`config.mk`:
```
export PLATFORM = sky130hd
export DESIGN_NAME = instr_exec_unit
export DESIGN_NICKNAME = d
export VERILOG_FILES = /design/src/rtl/instr_register_pkg.sv /design/src/rtl/seq_divider.sv /design/src/rtl/instr_exec_unit.sv
export SDC_FILE = /design/constraint.sdc
export NUM_CORES = 2
export LEC_CHECK = 0
export BUFFER_PORTS_ARGS = -buffer_cell sky130_fd_sc_hd__buf_2
export CAP_MARGIN = 20
export CORE_ASPECT_RATIO = 1.5
export CORE_MARGIN = 5
export CORE_UTILIZATION = 60
export CTS_CLUSTER_SIZE = 16
export DETAILED_ROUTE_END_ITERATION = 10
export MAX_ROUTING_LAYER = met4
export PLACE_DENSITY = 0.82
export SYNTH_ARGS = -nofsm -noshare
export SYNTH_HDL_FRONTEND = slang
export SYNTH_HIERARCHICAL = 1
export SYNTH_SLANG_ARGS = --single-unit
```
`constraint.sdc`:
```
create_clock -name clk -period 9.6 [get_ports clk]
set_input_delay 2.4 -clock clk [delete_from_list [all_inputs] [get_ports clk]]
set_output_delay 2.4 -clock clk [all_outputs]
set_load 0.01 [all_outputs]
```
`src/rtl/instr_register_pkg.sv`:
```
// rtl/instr_register_pkg.sv - shared instruction/result types and execute-stage FSM states
package instr_register_pkg;

    typedef logic [4:0]         address_t;
    typedef logic signed [31:0] operand_t;
    typedef logic signed [63:0] result_t;

    // Encodings 8..15 are undefined and execute as ZERO.
    typedef enum logic [3:0] {
        OP_ZERO  = 4'd0,
        OP_PASSA = 4'd1,
        OP_PASSB = 4'd2,
        OP_ADD   = 4'd3,
        OP_SUB   = 4'd4,
        OP_MULT  = 4'd5,
        OP_DIV   = 4'd6,
        OP_MOD   = 4'd7
    } opcode_t;

    typedef struct packed {
        opcode_t  opcode;
        operand_t operand_a;
        operand_t operand_b;
    } instruction_t;

    typedef enum logic [2:0] {
        ST_IDLE  = 3'd0,
        ST_FETCH = 3'd1,
        ST_EXEC  = 3'd2,
        ST_DIV   = 3'd3,
        ST_WB    = 3'd4,
        ST_FIN   = 3'd5
    } exec_state_t;

    function automatic logic is_divide(opcode_t op);
        return (op == OP_DIV) || (op == OP_MOD);
    endfunction

endpackage

```
`src/rtl/seq_divider.sv`:
```
// rtl/seq_divider.sv - unsigned restoring divider, one quotient bit per cycle
module seq_divider #(
    parameter int DIV_CYCLES = 32
) (
    input  logic        clk,
    input  logic        reset_n,
    input  logic        start,
    input  logic [31:0] dividend,
    input  logic [31:0] divisor,
    output logic [31:0] quotient,
    output logic [31:0] remainder,
    output logic        done
);
    localparam int CNT_W = $clog2(DIV_CYCLES);

    logic [31:0]      quo_q, rem_q, divisor_q;
    logic [CNT_W-1:0] cnt_q;
    logic             running_q;

    logic [31:0] rem_in, quo_in, div_in, rem_nx, quo_nx;
    logic [32:0] shifted, trial;

    // One restoring step; on the launch cycle it works straight from the inputs so
    // the last bit is ready in exactly DIV_CYCLES cycles.
    always_comb begin
        rem_in  = start ? 32'd0    : rem_q;
        quo_in  = start ? dividend : quo_q;
        div_in  = start ? divisor  : divisor_q;
        shifted = {rem_in, quo_in[31]};
        trial   = shifted - {1'b0, div_in};
        if (!trial[32]) begin
            rem_nx = trial[31:0];
            quo_nx = {quo_in[30:0], 1'b1};
        end else begin
            rem_nx = shifted[31:0];
            quo_nx = {quo_in[30:0], 1'b0};
        end
    end

    // Iteration registers and remaining-step counter.
    always_ff @(posedge clk or negedge reset_n) begin
        if (!reset_n) begin
            quo_q     <= '0;
            rem_q     <= '0;
            divisor_q <= '0;
            cnt_q     <= '0;
            running_q <= 1'b0;
        end else if (start) begin
            quo_q     <= quo_nx;
            rem_q     <= rem_nx;
            divisor_q <= divisor;
            cnt_q     <= CNT_W'(DIV_CYCLES - 1);
            running_q <= 1'b1;
        end else if (running_q) begin
            if (cnt_q != '0) begin
                quo_q <= quo_nx;
                rem_q <= rem_nx;
                cnt_q <= cnt_q - CNT_W'(1);
            end else begin
                running_q <= 1'b0;
            end
        end
    end

    assign quotient  = quo_q;
    assign remainder = rem_q;
    assign done      = running_q && (cnt_q == '0);

endmodule

```
`src/rtl/instr_exec_unit.sv`:
```
// rtl/instr_exec_unit.sv - walks instruction-register entries and executes each one
module instr_exec_unit
    import instr_register_pkg::*;
#(
    parameter int DIV_CYCLES = 32
) (
    input  logic         clk,
    input  logic         reset_n,
    input  logic         start,
    input  address_t     first_addr,
    input  logic [5:0]   count,
    output address_t     read_pointer,
    input  instruction_t instruction_word,
    output result_t      result,
    output address_t     result_addr,
    output logic         result_valid,
    output logic         busy,
    output logic         done
);
    exec_state_t  state_q, state_d;
    address_t     ptr_q, ptr_d;
    logic [5:0]   remaining_q, remaining_d;
    instruction_t ir_q, ir_d;
    result_t      result_q, result_d;
    address_t     result_addr_q, result_addr_d;

    logic         div_start, div_done;
    logic [31:0]  mag_a, mag_b, div_quo, div_rem;
    logic [63:0]  div_mag;
    logic         div_neg;
    result_t      alu_result, div_result;

    assign mag_a = ir_q.operand_a[31] ? 32'(-ir_q.operand_a) : 32'(ir_q.operand_a);
    assign mag_b = ir_q.operand_b[31] ? 32'(-ir_q.operand_b) : 32'(ir_q.operand_b);

    seq_divider #(.DIV_CYCLES(DIV_CYCLES)) u_div (
        .clk       (clk),
        .reset_n   (reset_n),
        .start     (div_start),
        .dividend  (mag_a),
        .divisor   (mag_b),
        .quotient  (div_quo),
        .remainder (div_rem),
        .done      (div_done)
    );

    // Single-cycle opcodes; a divide that reaches here has a zero divisor and yields 0.
    always_comb begin
        alu_result = '0;
        case (ir_q.opcode)
            OP_PASSA: alu_result = result_t'(ir_q.operand_a);
            OP_PASSB: alu_result = result_t'(ir_q.operand_b);
            OP_ADD:   alu_result = result_t'(ir_q.operand_a) + result_t'(ir_q.operand_b);
            OP_SUB:   alu_result = result_t'(ir_q.operand_a) - result_t'(ir_q.operand_b);
            OP_MULT:  alu_result = result_t'(ir_q.operand_a) * result_t'(ir_q.operand_b);
            default:  alu_result = '0;
        endcase
    end

    // Sign fix of the unsigned divider output: quotient takes sign(a)^sign(b), remainder sign(a).
    always_comb begin
        if (ir_q.opcode == OP_DIV) begin
            div_mag = {32'd0, div_quo};
            div_neg = ir_q.operand_a[31] ^ ir_q.operand_b[31];
        end else begin
            div_mag = {32'd0, div_rem};
            div_neg = ir_q.operand_a[31];
        end
        div_result = div_neg ? result_t'(-div_mag) : result_t'(div_mag);
    end

    // Run sequencing: fetch, execute (optionally divide), write back, repeat.
    always_comb begin
        state_d       = state_q;
        ptr_d         = ptr_q;
        remaining_d   = remaining_q;
        ir_d          = ir_q;
        result_d      = result_q;
        result_addr_d = result_addr_q;
        div_start     = 1'b0;
        case (state_q)
            ST_IDLE: begin
                if (start) begin
                    ptr_d       = first_addr;
                    remaining_d = count;
                    state_d     = (count == 6'd0) ? ST_FIN : ST_FETCH;
                end
            end
            ST_FETCH: begin
                ir_d    = instruction_word;
                state_d = ST_EXEC;
            end
            ST_EXEC: begin
                if (is_divide(ir_q.opcode) && (ir_q.operand_b != 0)) begin
                    div_start = 1'b1;
                    state_d   = ST_DIV;
                end else begin
                    result_d      = alu_result;
                    result_addr_d = ptr_q;
                    state_d       = ST_WB;
                end
            end
            ST_DIV: begin
                if (div_done) begin
                    result_d      = div_result;
                    result_addr_d = ptr_q;
                    state_d       = ST_WB;
                end
            end
            ST_WB: begin
                ptr_d       = ptr_q + 5'd1;
                remaining_d = remaining_q - 6'd1;
                state_d     = (remaining_q == 6'd1) ? ST_FIN : ST_FETCH;
            end
            ST_FIN:  state_d = ST_IDLE;
            default: state_d = ST_IDLE;
        endcase
    end

    // State and datapath registers; reset aborts any run in progress.
    always_ff @(posedge clk or negedge reset_n) begin
        if (!reset_n) begin
            state_q       <= ST_IDLE;
            ptr_q         <= '0;
            remaining_q   <= '0;
            ir_q          <= '0;
            result_q      <= '0;
            result_addr_q <= '0;
        end else begin
            state_q       <= state_d;
            ptr_q         <= ptr_d;
            remaining_q   <= remaining_d;
            ir_q          <= ir_d;
            result_q      <= result_d;
            result_addr_q <= result_addr_d;
        end
    end

    assign read_pointer = ptr_q;
    assign result       = result_q;
    assign result_addr  = result_addr_q;
    assign result_valid = (state_q == ST_WB);
    assign busy         = (state_q != ST_IDLE);
    assign done         = (state_q == ST_FIN);

endmodule

```
# ---- Word level (Yosys, flattened, before mapping)
# Cells that the tools add are included.
# W data, S select, Z words.
dict set report word_totals {
  regBits 253
  in_bits 82
  out_inout_bits 77
  wordCells 98
}
dict set report classes {
  addsub 9
  mul 1
  eq_ne 16
  n_mux 41
  bitwise_logic 1
  n_reduce_logical 17
}
# operator n
set ops {}
lappend ops {{$mux W32} 13}
lappend ops {{$pmux W64 S5} 1}
lappend ops {{$mux W64} 3}
lappend ops {{$pmux W64 S2} 1}
lappend ops {{$mul A32 B32 Y64} 1}
lappend ops {{$neg A32 Y32} 2}
lappend ops {{$neg A64 Y64} 1}
lappend ops {{$add A32 B32 Y33} 1}
lappend ops {{$sub A32 B32 Y33} 1}
lappend ops {{$sub A33 B32 Y33} 1}
lappend ops {{$reduce_bool A32 Y1} 1}
lappend ops {{$mux W5} 6}
lappend ops {{$pmux W5 S2} 2}
lappend ops {{$eq A4 B3 Y1 const B} 4}
lappend ops {{$mux W3} 5}
lappend ops {{$pmux W3 S5} 1}
lappend ops {{$pmux W6 S2} 1}
lappend ops {{$eq A4 B2 Y1 const B} 2}
lappend ops {{$reduce_bool A2 Y1} 4}
lappend ops {{$mux W1} 7}
lappend ops {{$eq A3 B2 Y1 const B} 2}
lappend ops {{$eq A3 B3 Y1 const B} 2}
lappend ops {{$eq A6 B1 Y1 const B} 1}
lappend ops {{$logic_not A6 Y1} 1}
lappend ops {{other kinds (16)} 21}

# ---- Longest topological paths before layout
dict set report logic_depth {
  ltp_word 11
  mapped_depth 30
  depth_no_buf 27
}

# ---- By module
# The synthesis kept the hierarchy.
# module n_inst cells_each area_each_um2 seq_area_each_um2
set by_module_without_submodules {}
lappend by_module_without_submodules {instr_exec_unit 1 5538 49208.4 3778.6}
lappend by_module_without_submodules {seq_divider 1 716 6466.2 2552.4}

# ---- Least setup slack after synthesis
# No wires, ideal clock.
dict set report synth_path {
  path_type {reg-to-reg}
  start {register ir_q[63] (netlist bit)}
  end {register result_q[63], in the netlist result[63]}
  setup_ns 0.151
  arrival_ns 8.182
  slack_ns 1.267
  stages_incl_launch_ff 28
  n_path_buf 3
  period_less_slack_ns 8.333
  path_cell_list {dfrtp_1 > clkbuf_1 > clkbuf_1 > clkbuf_1 > nand2_1 > inv_1 > fa_1 > fa_1 > fa_1 > fa_1 > inv_1 > fa_1 > inv_1 > fa_1 > inv_1 > fa_1 > inv_1 > fa_1 > ha_1 > and3_1 > nand4_1 > or2_2 > nor3_1 > a21bo_2 > a211oi_1 > or4_1 > mux2i_1 > a41oi_1}
}
dict set report synth_via {
  elab_chain_len 5
  word_cells_on_any_way 10
  cone_classes {add/sub (2); mul (1); mux (6); bitwise (1)}
}
# item line
set synth_rtl {}
lappend synth_rtl {{start: declaration} instr_exec_unit.sv:23} ;# instruction_t ir_q, ir_d;
lappend synth_rtl {{start signal: assignment} instr_exec_unit.sv:133} ;# ir_q <= ir_d;
lappend synth_rtl {{branches (longest 4 deep; another with $mul A32 B32 Y64)} n/a}
lappend synth_rtl {{$pmux W64 S2 (*)} instr_exec_unit.sv:81} ;# case (state_q)
lappend synth_rtl {{end signal: assignment} instr_exec_unit.sv:134} ;# result_q <= result_d;
lappend synth_rtl {{end: declaration} instr_exec_unit.sv:24} ;# result_t result_q, result_d;
# Mark *: on every way between the ends. The select of a mux whose other input is x is not followed.
# A chain may end at the register's enable or synchronous reset.

# ---- Worst setup path after layout
dict set report layout_path {
  start {register ir_q[6] (netlist bit)}
  end {register result_q[31], in the netlist result[31]}
}
dict set report layout_via {
  elab_chain_len 4
  word_cells_on_any_way 10
  cone_classes {add/sub (2); mul (1); eq/ne (1); mux (3); reduce/logical (3)}
}
# item line
set layout_rtl {}
lappend layout_rtl {{$mul A32 B32 Y64 (tied with other cells)} instr_exec_unit.sv:55} ;# OP_MULT: alu_result = result_t'(ir_q.operand_a) * result_t'(ir_q.operand_b);
lappend layout_rtl {{$pmux W64 S5 or $logic_and A1 B1 Y1 (tied branches)} {instr_exec_unit.sv:50, instr_exec_unit.sv:94}}
lappend layout_rtl {{$mux W64 or $ne A2 B2 Y1 (tied branches)} n/a}
lappend layout_rtl {{$pmux W64 S2 or $reduce_and A3 Y1 (tied branches)} n/a}
# Several ways; a longest one is shown, not always the timed one. The select of a mux whose other input is x is not followed.

==> flow_metrics.tcl <==
set metrics [dict create \
    outcome "finished, final reports clean" \
    final_core_utilization_pct 64.2 \
    largest_net_degree_at_the_start_of_global_routing 174 \
    synthDistinctLibCells 102 \
    min_cycle_time_layout_ns 8.91 \
    seq_area_frac_synth_pct 11.4 \
    dieHeight_um 383 \
    worst_setup_path_end_kind "register" \
    worstSetupPathType "register to register" \
    final_layout_size_suffix_gt1_share_pct 8.04 \
    worst-endpoint-arrival_ns 9.42 \
    setup_viol_count_final 0 \
    asyncSetResetFlopFracSynth_pct 100 \
    core_area_mm2 0.0919 \
    detail_route.wl_per_cell_um 27.0 \
    synth-adder-area-share_pct 45.5 \
    yosys-top-cells-area "fa_1 39%, dfrtp_1 11%, inv_1 7.2%, ha_1 6.5%, and2_1 5.2%" \
    layout_common_cells "1,085 x fa_1, 1,071 x inv_1, 744 x nand2_1" \
    critical_path_required_ns 10.11 \
    synth_top_area_share_pct 39.0 \
    max_frequency_mhz 112 \
    gr-usage-all-layers_pct 41.8 \
    holdBufCountCts 0 \
    count_of_state_elements_after_synthesis 253 \
    largest_area_contributor_in_the_synthesized_netlist "fa_1" \
    final.hold.worst_slack_ns 0.478 \
    cts_max_path_buffers 3 \
    layout_commonest_cell "fa_1" \
    netlist_instances 6254 \
    finalSetupTns_ns 0 \
    dieArea_mm2 0.0991 \
    clkTransAtPathRegs_ns 0.07 \
    horizontal_die_dimension_um 259 \
    startpoint_type "register" \
    synthSimpleGateAreaFrac_pct 16.3 \
    number_of_gates_resized_after_cts 0 \
    first_global_vias 50453 \
    tritoncts "done" \
    rsz_0062_raised_after_global_routing "false" \
    worst_skew_pair.late_latency_ns 0.64 \
    ctsHtreeMaxLevel 1 \
    timing_max_transition_violations_final 0 \
    synth_area_mm2 0.0557 \
    dr.first_iter.drc_count 4602 \
    post-route-period-util_pct 92.9 \
    clock_skew_ns 0.0187 \
    globalRouteOverflowTotal 0 \
    timing.max_slew.rel_slack_pct 20.5 \
    grt_pass1_wl_mm 303 \
    hold_violations 0 \
    finalWeightedCongestion 1.05 \
    ios 159 \
    finish.net_count 7679 \
    synth_top_family_by_area "adder cells" \
    synthesis.nets 7711 \
    timing.max_cap.violations 0 \
    port_buffers 158 \
    fillCellCount 7598 \
    vias_per_cell 6.30 \
    number_of_clock_buffers_inserted_by_tritoncts 30 \
    worstHoldPathType "register to register" \
    dr.pass1.iters 7 \
    rows 136 \
    max_stage_delay_ns 0.90 \
    detailroute.via_count 46812 \
    totalWireLength_mm 200 \
    dp_hpwl_mm 162 \
    post_cts_setup_inserts 0 \
    synth_edf_count 0 \
    syn2layout_area_growth_pct 5.96 \
    clock-root-buffer "clkbuf_16" \
    critical-path-slowest-cell "dfrtp_1" \
    initial_antenna_violation_count 11 \
    initial_utilization_pct 60.6 \
    crit_fanout 22 \
    yosys_warnings 6 \
    tightest_slew_ns 1.19 \
    synth_compound_gate_area_share_pct 11.0 \
    synth.mux.area_fraction_pct 2.75 \
    drcViolationCount 0 \
    cts.sinks 253 \
    yosys_most_used_dff "dfrtp_1" \
    synth-xor-area-share_pct 2.94 \
    post_synth.cell_area_avg_um2 8.90 \
    drt.antenna.violating_nets 0 \
]
stage by stage:
| step | setup WS (ns) | instances | instance area, um^2 |
|---|---|---|---|
| after floorplan | 1.27 | 6254 | 55700 |
| after global placement | 0.797 | 7361 | 57800 |
| after detailed placement | 0.871 | 7362 | 57900 |
| after CTS | 0.819 | 7417 | 58900 |
| after global routing | 0.313 | 7424 | 59000 |
| final | 0.686 | 7429 | 59000 |
state kept, by name, indices dropped and copies added, names as in the netlist:
signal           flops
u_div/remainder     32
ir_q                68
u_div/cnt_q          5
result              64
u_div/divisor_q     32
read_pointer         5
state_q              3
u_div/running_q      1
result_addr          5
u_div/quotient      32
remaining_q          6
critical path, delay by kind of cell, from the launching register on:
family,cells,cell delay [ns]
flip-flops,1,0.90
adder cells (fa/ha/maj),10,4.20
buffers and inverters,7,0.85
multiplexers,1,0.14
AND/OR/NAND/NOR,2,0.33
AO/OA/AOI/OAI,7,2.35
layer usage:
layer  up-vias  part of all wire, %  track usage (%)  wire length [um]
li1      19558                    -                -                 -
met5         -                    0                -                 0
met4         0                   11             33.6             21800
met3      1025                  8.7             7.76             17500
met1     23527                   33             45.2             65600
met2      2702                   48             67.5             95300
logic make-up (layout without fill, tap and decap cells):
logic type               count (synthesis)  count (layout)
XOR/XNOR                               187             187
buffers and inverters                 1475            1466
adder cells (fa/ha/maj)               1375            1375
flip-flops                             253             253
other                                    0              11
AND/OR/NAND/NOR                       1858            1858
multiplexers                           148             148
AO/OA/AOI/OAI                          958             958
cells in the mapped netlist (all sizes together), types with 6 or more instances:
| library cell | instances |
|---|---|
| nor3 | 74 |
| a221o | 19 |
| a221oi | 20 |
| a222oi | 20 |
| mux2i | 112 |
| o31ai | 32 |
| a211oi | 26 |
| o221ai | 10 |
| or2 | 15 |
| inv | 1072 |
| o21a | 12 |
| o22ai | 32 |
| nand2 | 744 |
| buf | 55 |
| a211o | 6 |
| o311ai | 7 |
| and2 | 462 |
| o211ai | 28 |
| and3 | 36 |
| a21o | 60 |
| a22oi | 16 |
| a21oi | 270 |
| a31oi | 32 |
| xnor2 | 144 |
| or3 | 20 |
| dfrtp | 253 |
| nor4 | 27 |
| mux2 | 36 |
| o21ai | 264 |
| clkbuf | 345 |
| nand2b | 31 |
| ha | 290 |
| nor3b | 7 |
| xor2 | 43 |
| a21boi | 6 |
| or4 | 14 |
| nor2b | 45 |
| o41ai | 7 |
| o21bai | 35 |
| nor2 | 284 |
| fa | 1085 |
| nand4 | 31 |
| nand3 | 48 |
final cells by class:
type	count	area, um^2	area share [%]
antenna	11	27.5	0.0467
clock buffer	37	817	1.38
clock inverter	18	254	0.431
inverter	1075	4040	6.84
multi-input combinational	4526	43800	74.2
sequential	253	6340	10.7
tap	1173	1470	2.49
timing repair buffer	336	2290	3.88
path summary, 6_finish.rpt:
check                      cells past startpoint  slack (ns)              to            from
min reg2reg                                    2        0.48  result_addr[1]  result_addr[1]
max reg2reg                                   27        0.69      result[31]         ir_q[6]
max                                           27        0.69      result[31]         ir_q[6]
max in group asynchronous                      2        6.24        ir_q[25]         reset_n
min in group asynchronous                      1        1.80       result[3]         reset_n
min                                            2        0.48  result_addr[1]  result_addr[1]
Power is left out: the tool's default activity adds up to more than one toggle a clock period on the data nets, which glitch-free logic cannot reach.
